**config.mk**
```make
export PLATFORM = sky130hd
export DESIGN_NAME = image_reader
export DESIGN_NICKNAME = d
export VERILOG_FILES = /design/src/rtl/image_reader.sv
export SDC_FILE = /design/constraint.sdc
export NUM_CORES = 1
export LEC_CHECK = 0
export BUFFER_PORTS_ARGS = -buffer_cell sky130_fd_sc_hd__buf_2
export CORE_MARGIN = 4
export CORE_UTILIZATION = 50
export DETAILED_ROUTE_END_ITERATION = 10
export PLACE_DENSITY = 0.79
export SKIP_CTS_REPAIR_TIMING = 1
export SYNTH_ARGS = -nofsm -noshare
export SYNTH_HDL_FRONTEND = slang
export SYNTH_SLANG_ARGS = --single-unit
```
**constraint.sdc**
```tcl
create_clock -name clk -period 2.7 [get_ports clk]
set_clock_uncertainty 0.2 [all_clocks]
set_input_delay 0.27 -clock clk [delete_from_list [all_inputs] [get_ports clk]]
set_output_delay 0.27 -clock clk [all_outputs]
set_load 0.1 [all_outputs]
```
**src/rtl/image_reader.sv**
```systemverilog
// image_reader
// Streaming read-out engine for the single-port image RAM. A start pulse
// sweeps addresses 0..DEPTH-1 once. The block absorbs the RAM's one-cycle
// registered read latency and buffers pixels in a 4-entry FIFO. The FIFO
// drives a valid/ready stream that supports full backpressure.
//
// Ports:
//   clk        clock, rising edge
//   rst_n      asynchronous active-low reset
//   start      begin a frame (honoured only when idle)
//   abort      cancel the current frame (highest priority)
//   busy       frame in progress (RUN or DRAIN)
//   done       one-cycle pulse after the last pixel handshake
//   ram_wEn    RAM write enable, always 0
//   ram_addr   registered RAM read address
//   ram_data   RAM read data, one cycle after ram_addr is sampled
//   pix_data   pixel at the FIFO head (0 when no pixel is valid)
//   pix_valid  FIFO non-empty
//   pix_ready  downstream accept
//   pix_last   final pixel of the frame
module image_reader #(
  parameter int DATA_WIDTH    = 8,
  parameter int ADDRESS_WIDTH = 8,
  parameter int DEPTH         = 256
) (
  input  logic                     clk,
  input  logic                     rst_n,
  input  logic                     start,
  input  logic                     abort,
  output logic                     busy,
  output logic                     done,
  output logic                     ram_wEn,
  output logic [ADDRESS_WIDTH-1:0] ram_addr,
  input  logic [DATA_WIDTH-1:0]    ram_data,
  output logic [DATA_WIDTH-1:0]    pix_data,
  output logic                     pix_valid,
  input  logic                     pix_ready,
  output logic                     pix_last
);

  localparam logic [1:0] S_IDLE  = 2'd0;
  localparam logic [1:0] S_RUN   = 2'd1;
  localparam logic [1:0] S_DRAIN = 2'd2;

  localparam logic [ADDRESS_WIDTH-1:0] LAST_ADDR = ADDRESS_WIDTH'(DEPTH - 1);

  logic [1:0]               state;
  logic                     vld_p0, vld_p1;
  logic                     last_p0, last_p1;
  logic [DATA_WIDTH-1:0]    fifo_data [4];
  logic [3:0]               fifo_last;
  logic [1:0]               wr_ptr, rd_ptr;
  logic [2:0]               count;

  logic [3:0]               inflight;
  logic                     credit;
  logic                     issue;
  logic [ADDRESS_WIDTH-1:0] issue_addr;
  logic                     issue_last;
  logic                     push, pop, last_hs;

  // Reads in flight count against the FIFO space. A pop in the same cycle
  // is deliberately ignored, so the FIFO can never overflow.
  always_comb begin
    inflight   = {1'b0, count} + {3'b000, vld_p0} + {3'b000, vld_p1};
    credit     = (inflight < 4'd4);
    issue      = 1'b0;
    issue_addr = ram_addr;
    case (state)
      S_IDLE: begin
        if (start) begin
          issue      = 1'b1;
          issue_addr = '0;
        end
      end
      S_RUN: begin
        if (credit) begin
          issue      = 1'b1;
          issue_addr = ram_addr + ADDRESS_WIDTH'(1);
        end
      end
      default: ;
    endcase
    if (abort) issue = 1'b0;
    issue_last = (issue_addr == LAST_ADDR);
  end

  assign pix_valid = (count != 3'd0);
  assign pop       = pix_valid & pix_ready;
  assign push      = vld_p1;
  assign last_hs   = pop & fifo_last[rd_ptr];

  assign busy      = (state != S_IDLE);
  assign ram_wEn   = 1'b0;
  // Gated by pix_valid so the un-reset FIFO storage never leaks to the port.
  assign pix_data  = pix_valid ? fifo_data[rd_ptr] : '0;
  assign pix_last  = pix_valid & fifo_last[rd_ptr];

  always_ff @(posedge clk or negedge rst_n) begin
    if (!rst_n) begin
      state    <= S_IDLE;
      ram_addr <= '0;
      vld_p0   <= 1'b0;
      vld_p1   <= 1'b0;
      last_p0  <= 1'b0;
      last_p1  <= 1'b0;
      wr_ptr   <= 2'd0;
      rd_ptr   <= 2'd0;
      count    <= 3'd0;
      done     <= 1'b0;
    end else if (abort) begin
      state    <= S_IDLE;
      ram_addr <= '0;
      vld_p0   <= 1'b0;
      vld_p1   <= 1'b0;
      last_p0  <= 1'b0;
      last_p1  <= 1'b0;
      wr_ptr   <= 2'd0;
      rd_ptr   <= 2'd0;
      count    <= 3'd0;
      done     <= 1'b0;
    end else begin
      done <= last_hs & (state == S_DRAIN);

      // p0: address registered toward the RAM
      if (issue) ram_addr <= issue_addr;
      vld_p0  <= issue;
      last_p0 <= issue & issue_last;

      // p1: RAM has sampled the address; its data is on ram_data
      vld_p1  <= vld_p0;
      last_p1 <= last_p0;

      if (push) wr_ptr <= wr_ptr + 2'd1;
      if (pop)  rd_ptr <= rd_ptr + 2'd1;
      count <= count + {2'b00, push} - {2'b00, pop};

      case (state)
        S_IDLE:  if (start) state <= S_RUN;
        S_RUN:   if (issue && issue_last) state <= S_DRAIN;
        S_DRAIN: if (last_hs) state <= S_IDLE;
        default: state <= S_IDLE;
      endcase
    end
  end

  // FIFO storage: only the pointers above are reset
  always_ff @(posedge clk) begin
    if (push && !abort) begin
      fifo_data[wr_ptr] <= ram_data;
      fifo_last[wr_ptr] <= last_p1;
    end
  end

endmodule

```
==> Implementation_results.wiki <==
{| class="wikitable"
! Metric !! Value
|-
| Post-synth top area share || about two fifths
|-
| Number of clock sinks || 58
|-
| Final cycle utilization of the critical path || between 90% and 100%
|-
| Number of iterations in the first detailed-routing pass || 4
|-
| Class of the worst hold path || input pin to flip-flop
|-
| Transition time at the pin with the least slew margin || between 0.5 and 0.6 ns
|-
| Worst VDD drop || ~0.76 mV
|-
| Max-slew headroom || between 60% and 70%
|-
| Run status || finished clean
|-
| Number of antenna violations at the first check in global routing || 0
|-
| Cell Pwr Density || about 920 nW/um2
|-
| Vias in the first global route || ~1600
|-
| Total Nets Final || around 260
|-
| Final count of hold timing violations || 0
|-
| Clk root buf || sky130_fd_sc_hd__clkbuf_8
|-
| Final Max Slew Viols || 0
|-
| Worst-path clk slew || around 0.070 ns
|-
| Die outline width || approximately 81 um
|-
| Post-route DRC violation count || 0
|-
| Number of distinct standard cells referenced by the synthesized netlist || 43
|-
| Setup slack, reg-to-reg || around 0.22 ns
|-
| Worst setup slack after placement || ~0.23 ns
|-
| Crit path DAT || 2.50 ns
|-
| Static power due to leakage || roughly 1.3 nW
|-
| Fin Setup TNS || 0 ns
|-
| Overall via count from detail_route || 1621
|-
| Number of primary I/O pins || 34
|-
| Weighted congestion reported at the end of routability-driven placement || between 0.7 and 0.8
|-
| Number of enable-type register cells in the synthesized netlist || 36
|-
| Layout-stage area growth over the synthesis result || 20.2%
|-
| CTS tree || built
|-
| Final HPWL from detailed placement || roughly 3200 um
|-
| Max Fanout on Critical Path || 5
|-
| Smallest hold slack || ~0.015 ns
|-
| Mapped cell area || 2700 um2
|-
| Clock Path Buffers || 2
|-
| Unrepaired setup endpoints after global routing || false
|-
| Most frequently used cell type in the post-synthesis netlist || sky130_fd_sc_hd__edfxtp_1
|-
| Clock network latency to the later pin of the worst-skew pair || 0.34 ns
|-
| Number of antenna diodes || 0
|-
| First-pass GRT wire length || around 7700 um
|-
| Share of cells above drive strength 1 || between 20 and 30%
|-
| Biggest area consumer among synthesized cells || sky130_fd_sc_hd__edfxtp_1
|-
| WL/cell || ~15 um
|-
| Number of violations of the max-capacitance limit || 0
|-
| Post-layout min period || between 2 and 2.5 ns
|-
| Final non-filler cell total || 316
|-
| Fillcell total || 371
|-
| Number of buffers added on ports || 32
|-
| Total nets after synthesis || 219
|-
| Primary flip-flop cell chosen by synthesis mapping || sky130_fd_sc_hd__edfxtp_1
|-
| Maximum number of pins on one net before global-route repair || 23
|-
| Overall die area || 6640 um2
|-
| Routed Antenna Nets || 0
|-
| Type of element capturing the critical path || flip-flop
|-
| Total routing usage reported by global routing || between 10% and 20%
|-
| H-tree levels || 3
|-
| Top cells by instance count after synthesis || 36 x sky130_fd_sc_hd__edfxtp_1, 22 x sky130_fd_sc_hd__dfrtp_1, 19 x sky130_fd_sc_hd__nor2_1, 17 x sky130_fd_sc_hd__and2_1, 10 x sky130_fd_sc_hd__nand2_1
|-
| Post-route core utilization || a little over three fifths
|-
| Type of element launching the critical path || flip-flop
|-
| Synth async-reset ratio || 37.9%
|-
| Drt total wl || approximately 4800 um
|-
| GR Overflow Total || 0
|-
| Number of DRC violations after detailed-routing iteration 0 || around 100
|-
| Number of buffers added by the clock tree synthesis step || 9
|-
| Count of standard-cell rows || 26
|-
| Core region area || 5170 um2
|-
| Maximum clock frequency || between 400 and 500 MHz
|-
| Height of the die || between 80 and 90 um
|-
| Avg Vias per Cell || ~5.1
|-
| Post-Syn Instances || ~200
|-
| Inst Count DP || ~290
|-
| Fraction of the yosys area taken by sequential cells || 60.4%
|-
| Total of endpoints with negative setup slack in the final report || 0
|-
| Warnings, synthesis || 0
|-
| Number of synthesized register bits || a little under 60
|-
| Average cell area after synthesis || around 14 um2
|-
| Initial standard-cell utilization of the core || a little over half
|-
| Largest cells by area after synthesis || sky130_fd_sc_hd__edfxtp_1 40%, sky130_fd_sc_hd__dfrtp_1 20%, sky130_fd_sc_hd__mux4_2 7.5%
|-
| Post-route worst setup slack || approximately 0.22 ns
|-
| Startpoint-to-endpoint class of the critical path || flip-flop to flip-flop
|-
| Data required, critical path || 2.72 ns
|}
## routing by layer
metal / GRT usage, % / vias up / wire (um)
li1: - / 788 / -
met1: 19.6 / 776 / 2030
met2: 26.4 / 46 / 2370
met3: 4.93 / 11 / 238
met4: 9.29 / 0 / 137
met5: 0 / - / 0
## worst max-delay path, stage by stage, from the launching register on
cell and delay (ns):
sky130_fd_sc_hd__dfrtp_1 0.42, sky130_fd_sc_hd__or3_1 0.39, sky130_fd_sc_hd__and2_1 0.21, sky130_fd_sc_hd__ha_1 0.28
sky130_fd_sc_hd__inv_1 0.04, sky130_fd_sc_hd__ha_1 0.19, sky130_fd_sc_hd__fa_1 0.39, sky130_fd_sc_hd__xor2_1 0.18
sky130_fd_sc_hd__nor2_1 0.06
## path summary, 6_finish.rpt
kind	startpoint	end	depth (start not counted)
worst min-delay path	start	vld_p0$_DFF_PN0_	3
worst max register to register	count[1]$_DFF_PN0_	count[2]$_DFF_PN0_	8
worst min register to register	last_p1$_DFF_PN0_	fifo_last[0]$_DFFE_PP_	0
min in group asynchronous	rst_n	state[0]$_DFFE_PN0P_	2
max in group asynchronous	rst_n	ram_addr[2]$_DFFE_PN0P_	2
worst max-delay path	count[1]$_DFF_PN0_	count[2]$_DFF_PN0_	8
## logic make-up (layout without fill, tap and decap cells)
| group | after synthesis | count (layout) | synth area share (%) |
|---|---|---|---|
| simple gates | 68 | 68 | 13.9 |
| flops | 58 | 58 | 60.4 |
| buf+inv | 19 | 69 | 3.38 |
| compound gates | 17 | 17 | 5.05 |
| xor+xnor | 12 | 12 | 3.89 |
| mux | 11 | 11 | 8.25 |
| fa+ha+maj | 10 | 10 | 4.91 |
| other cells | 1 | 1 | 0.139 |
## layout make-up
| type | instances | area [um2] | area share (%) |
|---|---|---|---|
| Multi-Input combinational cell | 119 | 977 | 30.1 |
| Clock buffer | 9 | 124 | 3.82 |
| Timing Repair Buffer | 44 | 285 | 8.79 |
| Inverter | 9 | 33.8 | 1.04 |
| Tap cell | 70 | 87.6 | 2.70 |
| Sequential cell | 58 | 1640 | 50.4 |
| Clock inverter | 7 | 101 | 3.12 |
## stage by stage
step                power, W  instance area, um2
finish               0.00299                3250
global route         0.00312                3250
CTS                  0.00301                3160
detailed placement   0.00212                2930
global placement     0.00211                2930
floorplan            0.00193                2710
## registers in the layout (all words and copies together) (netlist names)
name / cells
done: 1
count: 3
ram_addr: 8
wr_ptr: 2
last_p0: 1
fifo_data: 32
push: 1
last_p1: 1
vld_p0: 1
fifo_last: 4
rd_ptr: 2
state: 2
## cell usage in the layout (no fill, tap or decap), types with 2 or more instances in the layout
cell type / instances
sky130_fd_sc_hd__edfxtp_1: 36
sky130_fd_sc_hd__buf_2: 32
sky130_fd_sc_hd__nor2_1: 19
sky130_fd_sc_hd__dfrtp_1: 18
sky130_fd_sc_hd__and2_1: 17
sky130_fd_sc_hd__nand2_1: 10
sky130_fd_sc_hd__inv_1: 9
sky130_fd_sc_hd__mux4_2: 9
sky130_fd_sc_hd__xor2_1: 9
sky130_fd_sc_hd__ha_1: 9
sky130_fd_sc_hd__clkbuf_8: 9
sky130_fd_sc_hd__dlygate4sd3_1: 9
sky130_fd_sc_hd__nor2b_1: 4
sky130_fd_sc_hd__dfrtp_2: 4
sky130_fd_sc_hd__a21oi_1: 3
sky130_fd_sc_hd__nand2b_1: 3
sky130_fd_sc_hd__nand4_1: 3
sky130_fd_sc_hd__nand3_1: 3
sky130_fd_sc_hd__xnor2_1: 3
sky130_fd_sc_hd__o21bai_1: 2
sky130_fd_sc_hd__o22ai_1: 2
sky130_fd_sc_hd__mux2i_1: 2
sky130_fd_sc_hd__bufinv_16: 2
sky130_fd_sc_hd__clkinv_4: 2
sky130_fd_sc_hd__clkinvlp_4: 2
sky130_fd_sc_hd__buf_4: 2
## power by group
| group | internal [W] | switching, W | leakage (nW) |
|---|---|---|---|
| sequential | 0.000981 | 0.0000536 | 0.618 |
| combinational | 0.000296 | 0.000771 | 0.600 |
| clock | 0.000525 | 0.000363 | 0.106 |
| total | 0.00180 | 0.00119 | 1.32 |
Power figures use the tool's default switching activity.
